$ cat src/rtl/pipeline1_fetch.sv
// Instruction-fetch stage: owns the PC, issues single outstanding memory reads,
// buffers returned words in a small prefetch FIFO and feeds one instruction per cycle.
module pipeline1_fetch #(
    parameter int unsigned                  INSTR_WIDTH = 32,
    parameter int unsigned                  PC_WIDTH    = 16,
    parameter logic [PC_WIDTH-1:0]          RESET_PC    = '0,
    parameter int unsigned                  FIFO_DEPTH  = 2,
    parameter logic [INSTR_WIDTH-1:0]       NOP_INSTR   = '0
) (
    input  logic                   clk_in,
    input  logic                   RST,
    input  logic                   stall,
    input  logic                   branch_en,
    input  logic [PC_WIDTH-1:0]    branch_addr,
    output logic                   mem_req,
    output logic [PC_WIDTH-1:0]    mem_addr,
    input  logic                   mem_ack,
    input  logic [INSTR_WIDTH-1:0] mem_data,
    output logic [INSTR_WIDTH-1:0] instr,
    output logic [PC_WIDTH-1:0]    pc_out,
    output logic                   instr_valid
);

    localparam int unsigned PtrW   = (FIFO_DEPTH > 1) ? $clog2(FIFO_DEPTH) : 1;
    localparam int unsigned CntW   = PtrW + 1;
    localparam int unsigned EntryW = PC_WIDTH + INSTR_WIDTH;

    typedef enum logic [1:0] {StIdle, StWait, StDiscard} state_e;

    state_e              state_q;
    logic [PC_WIDTH-1:0] pc_q;

    logic [EntryW-1:0]   fifo_mem [FIFO_DEPTH];
    logic [PtrW-1:0]     wr_ptr_q;
    logic [PtrW-1:0]     rd_ptr_q;
    logic [CntW-1:0]     count_q;

    logic                has_room;
    logic                fifo_empty;
    logic                push;
    logic                pop;
    logic [EntryW-1:0]   head;

    always_comb begin
        has_room   = count_q < CntW'(FIFO_DEPTH);
        fifo_empty = count_q == '0;
        // A redirect in the same cycle as an ack drops the returning word.
        push       = (state_q == StWait) && mem_ack && !branch_en;
        pop        = !branch_en && !stall && !fifo_empty;
        head       = fifo_mem[rd_ptr_q];
    end

    // Fetch FSM: at most one request in flight; DISCARD absorbs the ack of a
    // request made stale by a redirect.
    always_ff @(posedge clk_in or negedge RST) begin
        if (!RST) begin
            state_q  <= StIdle;
            pc_q     <= RESET_PC;
            mem_req  <= 1'b0;
            mem_addr <= RESET_PC;
        end else begin
            unique case (state_q)
                StIdle: begin
                    if (branch_en) begin
                        pc_q <= branch_addr;
                    end else if (has_room) begin
                        mem_req  <= 1'b1;
                        mem_addr <= pc_q;
                        state_q  <= StWait;
                    end
                end
                StWait: begin
                    if (mem_ack) begin
                        mem_req <= 1'b0;
                        state_q <= StIdle;
                        pc_q    <= branch_en ? branch_addr : pc_q + PC_WIDTH'(1);
                    end else if (branch_en) begin
                        pc_q    <= branch_addr;
                        state_q <= StDiscard;
                    end
                end
                StDiscard: begin
                    if (branch_en) begin
                        pc_q <= branch_addr;
                    end
                    if (mem_ack) begin
                        mem_req <= 1'b0;
                        state_q <= StIdle;
                    end
                end
                default: begin
                    mem_req <= 1'b0;
                    state_q <= StIdle;
                end
            endcase
        end
    end

    always_ff @(posedge clk_in) begin
        if (push) begin
            fifo_mem[wr_ptr_q] <= {mem_addr, mem_data};
        end
    end

    always_ff @(posedge clk_in or negedge RST) begin
        if (!RST) begin
            wr_ptr_q <= '0;
            rd_ptr_q <= '0;
            count_q  <= '0;
        end else if (branch_en) begin
            wr_ptr_q <= '0;
            rd_ptr_q <= '0;
            count_q  <= '0;
        end else begin
            if (push) begin
                wr_ptr_q <= wr_ptr_q + PtrW'(1);
            end
            if (pop) begin
                rd_ptr_q <= rd_ptr_q + PtrW'(1);
            end
            count_q <= count_q + CntW'(push) - CntW'(pop);
        end
    end

    // Output register: redirect beats stall beats pop beats bubble.
    always_ff @(posedge clk_in or negedge RST) begin
        if (!RST) begin
            instr       <= NOP_INSTR;
            pc_out      <= '0;
            instr_valid <= 1'b0;
        end else if (branch_en) begin
            instr       <= NOP_INSTR;
            instr_valid <= 1'b0;
        end else if (stall) begin
            instr       <= instr;
            instr_valid <= instr_valid;
        end else if (!fifo_empty) begin
            pc_out      <= head[EntryW-1:INSTR_WIDTH];
            instr       <= head[INSTR_WIDTH-1:0];
            instr_valid <= 1'b1;
        end else begin
            instr       <= NOP_INSTR;
            instr_valid <= 1'b0;
        end
    end

endmodule

$ cat config.mk
export PLATFORM = sky130hd
export DESIGN_NAME = pipeline1_fetch
export DESIGN_NICKNAME = d
export VERILOG_FILES = /design/src/rtl/pipeline1_fetch.sv
export SDC_FILE = /design/constraint.sdc
export NUM_CORES = 1
export LEC_CHECK = 0
export ABC_CLOCK_PERIOD_IN_PS = 4300
export CORE_MARGIN = 1.5
export CORE_UTILIZATION = 50
export CTS_CLUSTER_DIAMETER = 200
export DETAILED_ROUTE_END_ITERATION = 16
export HOLD_SLACK_MARGIN = 0.03
export PLACE_DENSITY = 0.85
export SLEW_MARGIN = 30
export SYNTH_ARGS = -nofsm -noshare
export SYNTH_HDL_FRONTEND = slang
export SYNTH_SLANG_ARGS = --single-unit
$ cat constraint.sdc
create_clock -name clk_in -period 4.3 [get_ports clk_in]
set_input_delay 0.645 -clock clk_in [delete_from_list [all_inputs] [get_ports clk_in]]
set_output_delay 0.645 -clock clk_in [all_outputs]
set_load 0.1 [all_outputs]
==> results_dict.tcl <==
set metrics [dict create \
    status "finished, final reports clean" \
    clk_pin_slew_ns 0.06 \
    drtIter0Drc 249 \
    clock_skew_ns 0.004333 \
    synth.distinct_cells 45 \
    grt_pass1_wl_um 22850 \
    min_period_ns 2.692 \
    slew_viol_final 0 \
    fin_area_um2 9233 \
    hold_viol_final 0 \
    die_area_um2 15230 \
    nNetsFinal 693 \
    hold_slack_ns 0.2645 \
    fin_util_pct 65.75 \
    h-tree-depth 4 \
    cts_setup_buffers 0 \
    maxCapViolations 0 \
    synth_ff_type "edfxtp_1" \
    r2r_end "fifo_mem[0][17]$_DFFE_PP_" \
    reg2reg_from "state_q[1]$_DFFE_PN0P_" \
    cp-end-kind "output pin" \
    clk_latency_ns 0.43 \
    wl_per_cell_um 17.55 \
    power_switching_mw 2.769 \
    cts_made_buffers 17 \
    post-route-period-util_pct 62.60 \
    vdd_drop_max_mv 0.6336 \
    grt_pass1_vias 4438 \
    start_util_pct 51.62 \
    post_cts_resized 0 \
    max_slew_margin_pct 33.46 \
    cp_max_fo 4 \
    synth.avg_cell_area_um2 14.02 \
    synth_seq_area_share_pct 70.15 \
    p_int_mw 3.900 \
    vias 4530 \
    antenna_found_initial 0 \
    ys_ff_latch 184 \
    cts_tree "done" \
    place_area_um2 8627 \
    cpPeakStageDelay_ns 1.17 \
    reg2regPathDepth 5 \
    overflow 0 \
    worst_slew_pin_slew_ns 0.9949 \
    clockRootBuffer "clkbuf_16" \
    grt_max_degree 68 \
    yosys_warnings 0 \
    path_buf_inv 1 \
    critPathArrivalTime_ns 2.05 \
    gp_congestion 0.8817 \
    critPathRequiredTime_ns 3.65 \
    rsz0062_at_grt "no" \
    grt_usage_pct 20.29 \
    drive_gt1_share_pct 10.70 \
    die_w_um 123.4 \
    power.clock.fraction_pct 23.7 \
    crit_type "flop to output pin" \
    cp_cell_sequence "clkdlybuf4s50_1" \
    cts_hold_buf 0 \
    crit_path_start_kind "flop" \
    r2r_slack_ns 1.99 \
    combinationalPowerShare_pct 37.9 \
    rows 43 \
    dpl.hpwl_um 10010 \
    port-buffer-count 118 \
    core_area_um2 14040 \
    seqPwrFrac_pct 38.4 \
    setup_violations 0 \
    synth_edf_count 96 \
    clk_path_buf_depth 2 \
    slowest_stage "clkdlybuf4s50_1" \
    timing.fmax_ghz 0.3715 \
    cts.sinks 184 \
    die_h_um 123.4 \
    crit_family "buffers and inverters" \
    swShare_pct 41.52 \
    hold_path_class "primary input to asynchronous set/reset pin" \
    power_density_nw_per_um2 722.3 \
    syn-cell-area_um2 7248 \
    ant_nets 0 \
    antenna_cells 0 \
    wirelength_um 14480 \
    ioPinCount 119 \
    syn_nets 578 \
    netlist_instances 517 \
    drcViolationCount 0 \
    fin_tns_setup_ns 0 \
    via_per_inst 5.491 \
    syn_to_final_growth_pct 27.38 \
    p_leak_nw 3.441 \
    first_pass_iters 4 \
    asyncSetResetFlopFracSynth_pct 47.83 \
]
==> state kept, by name, summed over array words and instances (netlist names) <==
| signal | cells |
|---|---|
| mem_req | 1 |
| mem_addr | 16 |
| rd_ptr_q | 1 |
| fifo_mem | 96 |
| state_q | 2 |
| instr_valid | 1 |
| count_q | 2 |
| pc_out | 16 |
| pc_q | 16 |
| wr_ptr_q | 1 |
| instr | 32 |
==> synth_stat cells (2+ instances only) <==
library cell	number	area (um2)
edfxtp_1	96	2883
dfrtp_1	88	2202
nand2_1	62	232.7
o21ai_0	56	280.3
mux2i_1	55	550.5
clkbuf_1	23	86.33
mux2_2	19	214.0
nor2_1	14	52.55
inv_1	10	37.54
a21oi_1	9	45.04
a22oi_1	8	60.06
ha_1	8	100.1
nand3_1	8	40.04
buf_2	7	35.03
o22ai_1	7	43.79
nand4_1	5	31.28
nor3_1	4	20.02
a311oi_1	3	26.28
nor2b_1	3	18.77
nor3_2	3	30.03
and3_1	2	12.51
nor4_1	2	12.51
or3_1	2	12.51
xnor2_1	2	17.52
==> per-layer routing <==
layer | GRT usage (%) | vias to the layer above | wire length, um
li1 | - | 2126 | -
met1 | 27.06 | 2222 | 6373
met2 | 33.16 | 161 | 7029
met3 | 4.244 | 21 | 836
met4 | 7.399 | 0 | 242
met5 | 0 | - | 0
==> how the worst max path moves through the flow <==
| stage | from | endpoint | slack (ns) | cells past startpoint |
|---|---|---|---|---|
| 2_1_floorplan | branch_en | fifo_mem[0][0]$_DFFE_PP_ | 0.40 | 5 |
| 3_3_place_gp | branch_en | fifo_mem[0][17]$_DFFE_PP_ | 1.25 | 5 |
| 3_5_place_dp | branch_en | fifo_mem[0][17]$_DFFE_PP_ | 1.18 | 5 |
| 4_1_cts | mem_addr[6]$_DFFE_PN0P_ | mem_addr[6] | 1.60 | 1 |
| 5_1_grt | branch_en | fifo_mem[0][18]$_DFFE_PP_ | 1.50 | 5 |
| 6_report | mem_addr[15]$_DFFE_PN0P_ | mem_addr[15] | 1.61 | 1 |
==> power by group through the flow <==
stage / Combinational (mW) / Clock (mW) / Sequential (mW)
6_report: 2.53 / 1.58 / 2.56
4_1_cts: 2.54 / 1.61 / 2.56
5_1_grt: 2.65 / 1.69 / 2.60
2_1_floorplan: 0.684 / 0 / 3.74
3_3_place_gp: 2.49 / 0 / 2.56
3_5_place_dp: 2.53 / 0 / 2.59
==> per-stage QoR <==
step,total power [mW],std cells,setup WS [ns]
2_1_floorplan,4.426,517,0.3959
3_5_place_dp,5.119,793,1.183
6_report,6.669,825,1.608
4_1_cts,6.709,825,1.602
3_3_place_gp,5.048,793,1.248
5_1_grt,6.938,825,1.501
==> cell type report <==
class	count	area [um2]
flip-flops and latches	184	5086
fillers	984	4810
multi-input cells	293	2039
repair buffers	126	1239
clock buffers	22	454.2
well taps	180	225.2
clock inverters	10	151.4
inverters	10	37.54
==> cells by family (layout without fill, tap and decap cells) <==
| logic type | count (synthesis) | after routing | share of synthesized area [%] |
|---|---|---|---|
| DFF | 184 | 184 | 70.15 |
| adders and majority gates | 8 | 8 | 1.381 |
| muxes | 74 | 74 | 10.55 |
| AOI/OAI and AO/OA | 91 | 91 | 7.423 |
| and+or+nand+nor | 117 | 117 | 7.941 |
| xor gates and xnor gates | 3 | 3 | 0.3626 |
| buffers and inverters | 40 | 168 | 2.192 |
==> layout by cell type, fill, tap and decap left out, types with 2 or more instances in the layout <==
cell             synthesis  final
nand3_1                  8      8
a21oi_1                  9      9
nor2_1                  14     12
buf_4                    0      9
nor3_2                   3      3
mux2_2                  19     19
o21ai_0                 56     55
inv_1                   10     10
a22oi_1                  8      8
nor3_1                   4      4
edfxtp_1                96     96
a311oi_1                 3      3
bufinv_16                0      4
clkinv_1                 0      4
mux2i_1                 55     55
clkdlybuf4s50_1          0    117
dfrtp_1                 88     87
ha_1                     8      8
and3_1                   2      2
nand4_1                  5      5
or3_1                    2      2
nor4_1                   2      2
nor2b_1                  3      2
xnor2_1                  2      2
nor2_4                   0      2
clkbuf_1                23      4
clkbuf_16                0     17
o22ai_1                  7      7
nand2_1                 62     62
Note: power is estimated with default switching activity, not from simulation.
